--- src/rtl/game_vga_pkg.sv ---
// Shared VGA timing constants (640x480 @ 60 Hz) and a sync-window helper
// used by the game_vga_timing display path.
`ifndef GAME_RGB_WIDTH
`define GAME_RGB_WIDTH 3
`endif

package game_vga_pkg;

  localparam int H_ACTIVE = 640;
  localparam int H_FRONT  = 16;
  localparam int H_SYNC   = 96;
  localparam int H_BACK   = 48;
  localparam int V_ACTIVE = 480;
  localparam int V_FRONT  = 10;
  localparam int V_SYNC   = 2;
  localparam int V_BACK   = 33;

  localparam int H_TOTAL      = H_ACTIVE + H_FRONT + H_SYNC + H_BACK;
  localparam int V_TOTAL      = V_ACTIVE + V_FRONT + V_SYNC + V_BACK;
  localparam int H_SYNC_START = H_ACTIVE + H_FRONT;
  localparam int V_SYNC_START = V_ACTIVE + V_FRONT;

  // True when pos lies in the half-open window [start, start+len).
  function automatic logic in_window(input int pos, input int start, input int len);
    return (pos >= start) && (pos < start + len);
  endfunction

endpackage

--- src/rtl/game_pixel_strobe.sv ---
// Modulo-DIV counter producing a one-clock pixel strobe; the strobe marks the
// clock edge on which the scan advances.
module game_pixel_strobe #(
  parameter int DIV = 2
) (
  input  logic clk,
  input  logic rst_n,
  output logic strobe
);

  localparam int CW = (DIV > 1) ? $clog2(DIV) : 1;
  localparam logic [CW-1:0] LAST = CW'(DIV - 1);

  logic [CW-1:0] cnt_q, cnt_d;

  always_comb begin
    cnt_d = (cnt_q == LAST) ? '0 : cnt_q + 1'b1;
  end

  always_ff @(posedge clk or negedge rst_n) begin
    if (!rst_n) cnt_q <= '0;
    else        cnt_q <= cnt_d;
  end

  // With DIV = 1 this is permanently high, so the scan advances every clock.
  assign strobe = (cnt_q == LAST);

endmodule

--- src/rtl/game_vga_timing.sv ---
// VGA scan generator: pixel strobe, scan counters, game-facing coordinates and
// a second stage that blanks rgb_in and aligns it with hsync/vsync.
module game_vga_timing
  import game_vga_pkg::*;
#(
  parameter int CLK_MHZ   = 50,
  parameter int PIXEL_MHZ = 25,
  parameter int H_ACTIVE  = game_vga_pkg::H_ACTIVE,
  parameter int H_FRONT   = game_vga_pkg::H_FRONT,
  parameter int H_SYNC    = game_vga_pkg::H_SYNC,
  parameter int H_BACK    = game_vga_pkg::H_BACK,
  parameter int V_ACTIVE  = game_vga_pkg::V_ACTIVE,
  parameter int V_FRONT   = game_vga_pkg::V_FRONT,
  parameter int V_SYNC    = game_vga_pkg::V_SYNC,
  parameter int V_BACK    = game_vga_pkg::V_BACK,
  parameter int SYNC_NEG  = 1,
  parameter int RGB_WIDTH = `GAME_RGB_WIDTH,
  parameter int w_x       = $clog2(H_ACTIVE),
  parameter int w_y       = $clog2(V_ACTIVE)
) (
  input  logic                 clk,
  input  logic                 rst_n,
  output logic                 pixel_strobe,
  output logic                 display_on,
  output logic [w_x-1:0]       x,
  output logic [w_y-1:0]       y,
  output logic                 frame_start,
  input  logic [RGB_WIDTH-1:0] rgb_in,
  output logic [RGB_WIDTH-1:0] vga_rgb,
  output logic                 hsync,
  output logic                 vsync
);

  localparam int DIV          = CLK_MHZ / PIXEL_MHZ;
  localparam int H_TOTAL      = H_ACTIVE + H_FRONT + H_SYNC + H_BACK;
  localparam int V_TOTAL      = V_ACTIVE + V_FRONT + V_SYNC + V_BACK;
  localparam int H_SYNC_START = H_ACTIVE + H_FRONT;
  localparam int V_SYNC_START = V_ACTIVE + V_FRONT;
  localparam int HW           = $clog2(H_TOTAL);
  localparam int VW           = $clog2(V_TOTAL);

  localparam logic [HW-1:0] H_LAST  = HW'(H_TOTAL - 1);
  localparam logic [VW-1:0] V_LAST  = VW'(V_TOTAL - 1);
  localparam logic [HW-1:0] H_ACT_W = HW'(H_ACTIVE);
  localparam logic [VW-1:0] V_ACT_W = VW'(V_ACTIVE);
  localparam logic          SYNC_INACTIVE = (SYNC_NEG != 0);

  logic strobe;

  game_pixel_strobe #(.DIV(DIV)) u_strobe (
    .clk    (clk),
    .rst_n  (rst_n),
    .strobe (strobe)
  );

  logic [HW-1:0]        h_q, h_d;
  logic [VW-1:0]        v_q, v_d;
  logic                 pixel_strobe_q, pixel_strobe_d;
  logic                 display_on_q, display_on_d;
  logic [w_x-1:0]       x_q, x_d;
  logic [w_y-1:0]       y_q, y_d;
  logic                 hs_raw_q, hs_raw_d;
  logic                 vs_raw_q, vs_raw_d;
  logic                 frame_start_q, frame_start_d;
  logic [RGB_WIDTH-1:0] vga_rgb_q, vga_rgb_d;
  logic                 hsync_q, hsync_d;
  logic                 vsync_q, vsync_d;
  logic                 active;

  // Counters start on the last position so the first strobe lands on (0,0).
  always_comb begin
    h_d = h_q;
    v_d = v_q;
    if (strobe) begin
      if (h_q == H_LAST) begin
        h_d = '0;
        v_d = (v_q == V_LAST) ? '0 : v_q + 1'b1;
      end else begin
        h_d = h_q + 1'b1;
      end
    end
  end

  always_comb begin
    active         = (h_d < H_ACT_W) && (v_d < V_ACT_W);
    pixel_strobe_d = strobe;
    frame_start_d  = 1'b0;
    display_on_d   = display_on_q;
    x_d            = x_q;
    y_d            = y_q;
    hs_raw_d       = hs_raw_q;
    vs_raw_d       = vs_raw_q;
    vga_rgb_d      = vga_rgb_q;
    hsync_d        = hsync_q;
    vsync_d        = vsync_q;
    if (strobe) begin
      display_on_d  = active;
      x_d           = active ? h_d[w_x-1:0] : '0;
      y_d           = active ? v_d[w_y-1:0] : '0;
      hs_raw_d      = in_window(int'(h_d), H_SYNC_START, H_SYNC);
      vs_raw_d      = in_window(int'(v_d), V_SYNC_START, V_SYNC);
      frame_start_d = (h_d == '0) && (v_d == '0);
      // Stage 2 consumes the previous stage-1 values, one pixel behind x/y.
      vga_rgb_d     = display_on_q ? rgb_in : '0;
      hsync_d       = hs_raw_q ^ SYNC_INACTIVE;
      vsync_d       = vs_raw_q ^ SYNC_INACTIVE;
    end
  end

  always_ff @(posedge clk or negedge rst_n) begin
    if (!rst_n) begin
      h_q            <= H_LAST;
      v_q            <= V_LAST;
      pixel_strobe_q <= 1'b0;
      display_on_q   <= 1'b0;
      x_q            <= '0;
      y_q            <= '0;
      hs_raw_q       <= 1'b0;
      vs_raw_q       <= 1'b0;
      frame_start_q  <= 1'b0;
      vga_rgb_q      <= '0;
      hsync_q        <= SYNC_INACTIVE;
      vsync_q        <= SYNC_INACTIVE;
    end else begin
      h_q            <= h_d;
      v_q            <= v_d;
      pixel_strobe_q <= pixel_strobe_d;
      display_on_q   <= display_on_d;
      x_q            <= x_d;
      y_q            <= y_d;
      hs_raw_q       <= hs_raw_d;
      vs_raw_q       <= vs_raw_d;
      frame_start_q  <= frame_start_d;
      vga_rgb_q      <= vga_rgb_d;
      hsync_q        <= hsync_d;
      vsync_q        <= vsync_d;
    end
  end

  assign pixel_strobe = pixel_strobe_q;
  assign display_on   = display_on_q;
  assign x            = x_q;
  assign y            = y_q;
  assign frame_start  = frame_start_q;
  assign vga_rgb      = vga_rgb_q;
  assign hsync        = hsync_q;
  assign vsync        = vsync_q;

endmodule

--- config.mk ---
export PLATFORM = sky130hd
export DESIGN_NAME = game_vga_timing
export DESIGN_NICKNAME = d
export VERILOG_FILES = /design/src/rtl/game_vga_pkg.sv /design/src/rtl/game_pixel_strobe.sv /design/src/rtl/game_vga_timing.sv
export SDC_FILE = /design/constraint.sdc
export NUM_CORES = 1
export LEC_CHECK = 0
export ABC_AREA = 1
export CORE_MARGIN = 2
export CORE_UTILIZATION = 50
export CTS_CLUSTER_SIZE = 30
export DETAILED_ROUTE_END_ITERATION = 16
export PLACE_DENSITY = 0.73
export SLEW_MARGIN = 20
export SYNTH_ARGS = -nofsm -noshare
export SYNTH_HDL_FRONTEND = slang
export SYNTH_SLANG_ARGS = --single-unit
--- constraint.sdc ---
create_clock -name clk -period 2.5 [get_ports clk]
set_input_delay 0.625 -clock clk [delete_from_list [all_inputs] [get_ports clk]]
set_output_delay 0.625 -clock clk [all_outputs]
set_load 0.02 [all_outputs]
==> results.cfg <==
[global_routing]
grt.total_usage = 0.219
grt_max_degree = 51
grt_antenna_before_repair = 0
grt-ovfl-total = 0
grt_pass1_wl_um = 10200
first_global_vias = 2089

[detailed_routing]
wl_per_cell_um = 13.9
drtIter0Drc = 214
drt_wl_total_um = 5970
ant_nets = 0
vias_per_cell = 5.10
vias = 2190
drc = 0
drtPass1Iterations = 4

[timing]
worstMarginPinSlew_ns = 0.635
final_hold_viol_count = 0
fin_crit_sh = 0.902
skew_ns = 0.00297
rsz0062_at_grt = no
hold-worst-slack_ns = 0.415
max_freq_mhz = 443
maxSlewViolCount = 0
final.setup.tns_ns = 0
setup_viol = 0
maxSlewHeadroom = 0.577
min_period_ns = 2.26

[worst_setup_path]
path_max_fanout = 15
startpoint_type = register
end_kind = register
cp.required_ns = 2.73
worstPathArrival_ns = 2.48
crit_type = register to register

[clock_network]
clk_latency_ns = 0.30
cts_max_level = 2
cts_root_buf = clkbuf_8
postCtsSetupBuffers = 0
cts_sinks = 50
cts_resized = 0
holdBufCountCts = 0
path_clk_slew_ns = 0.09
cts_inserted_buffers = 5
tritoncts = yes
clock_path_buffers = 2

[synth]
yosysSeqAreaShare = 0.487
synthCells = 324
synth.distinct_cells = 33
synth-seq-cells = 50
synth_nets = 332
syn_area_per_cell_um2 = 8.02
syn_area_um2 = 2600
ys_warn_count = 0

[final_layout]
final_cell_mix = nand2_1 (111), dfrtp_1 (38), inv_1 (33)
drive_above_1_share = 0.150
num_antenna_cells = 0
final_area_um2 = 3090
areaGrowthSynthToFinish_pct = 18.7
mostFrequentLayoutCell = nand2_1
nNetsFinal = 366

[outcome]
outcome = completed

[floorplanning]
die_h_um = 76.1
core_area_um2 = 5070
start_util = 0.512
fp-row-count = 26
pin_count = 32
die_w_um = 76.1
die-area_um2 = 5790

[flow_run]
drv_cap = 0

[placed_design]
hpwl_um = 4410
place_congestion = 1.01
dpl-instance-area_um2 = 2970
numPortBuffers = 31

[power]
p_leak_nw = 1.54
irDropWorstVdd_uv = 439
p_per_area_nw_per_um2 = 459

[worst_hold_path]
worstHoldPathType = input port to asynchronous set/reset pin
==> critical path: stages (launching register included) <==
cell,delay [ns]
dfstp_2,0.55
ha_1,0.18
nand2_1,0.12
clkinv_1,0.09
nand3_2,0.09
nor2_4,0.18
nand2_1,0.19
nand3_2,0.15
nand2_1,0.08
nand2_2,0.07
nand2_2,0.07
inv_4,0.14
nand2_2,0.13
o21ai_1,0.16
==> stage by stage <==
stage / power [mW] / utilization / setup slack (ns) / instances
2_1_floorplan: 0.833 / - / 0.591 / 324
3_3_place_gp: 0.861 / 0.586 / 0.316 / 421
3_5_place_dp: 0.861 / 0.586 / 0.270 / 421
4_1_cts: 1.43 / 0.608 / 0.243 / 429
5_1_grt: 1.47 / 0.608 / 0.0932 / 429
6_report: 1.42 / 0.608 / 0.244 / 429
==> flip-flops by register name, summed over array words and instances (netlist names) <==
register / count
display_on: 1
frame_start: 1
h_q: 10
hs_raw_q: 1
hsync: 1
pixel_strobe: 1
u_strobe.strobe: 1
v_q: 10
vga_rgb: 3
vs_raw_q: 1
vsync: 1
x: 10
y: 9
==> routing by layer <==
metal / GRT usage / part of all wire
met4: 0.0855 / 0.019
met1: 0.317 / 0.48
met2: 0.333 / 0.45
met3: 0.0367 / 0.052
met5: 0 / 0
==> cells in the mapped netlist (all sizes together) <==
master,instances,area share
o21bai,1,0.0029
dfrtp,38,0.37
clkinv,2,0.0029
o21ai,12,0.023
nor3,3,0.0077
inv,36,0.053
nor2,28,0.056
xor2,2,0.0067
nand3,29,0.070
a21oi,2,0.0053
dfstp,12,0.12
buf,5,0.016
nand2,119,0.18
nand3b,1,0.0029
a31oi,1,0.0024
nand4,23,0.055
a21o,1,0.0029
or2,1,0.0024
ha,3,0.014
clkbuf,4,0.0058
xnor2,1,0.0034
==> layout make-up <==
class	count	area, µm²
sequential	50	1270
clock buffer	5	68.8
inverter	38	145
clock inverter	3	43.8
fill	456	1990
tap	70	87.6
multi-input combinational	227	1130
timing repair buffer	36	343
==> path summary, 6_finish.rpt <==
check / startpoint / to / slack [ns] / depth (start not counted)
hold reg to reg: vs_raw_q / vsync / 0.44 / 1
min in group clk: vs_raw_q / vsync / 0.44 / 1
setup reg to reg: h_q[0] / y[8] / 0.24 / 13
setup / recovery: h_q[0] / y[8] / 0.24 / 13
max in group asynchronous: rst_n / v_q[8] / 1.66 / 2
hold / removal: rst_n / x[6] / 0.42 / 2
==> report_power, final <==
group,internal [mW],switching [mW],total [mW]
clock,0.300,0.271,0.571
combinational,0.0110,0.0213,0.0322
sequential,0.812,0.00112,0.813
total,1.12,0.293,1.42
==> logic make-up after synthesis <==
kind of cell,synth area share
xor gates and xnor gates,0.0101
DFF,0.487
adders and majority gates,0.0144
AOI/OAI and AO/OA,0.0366
buffers and inverters,0.0780
and+or+nand+nor,0.374
(Power assumes the default switching activity.)
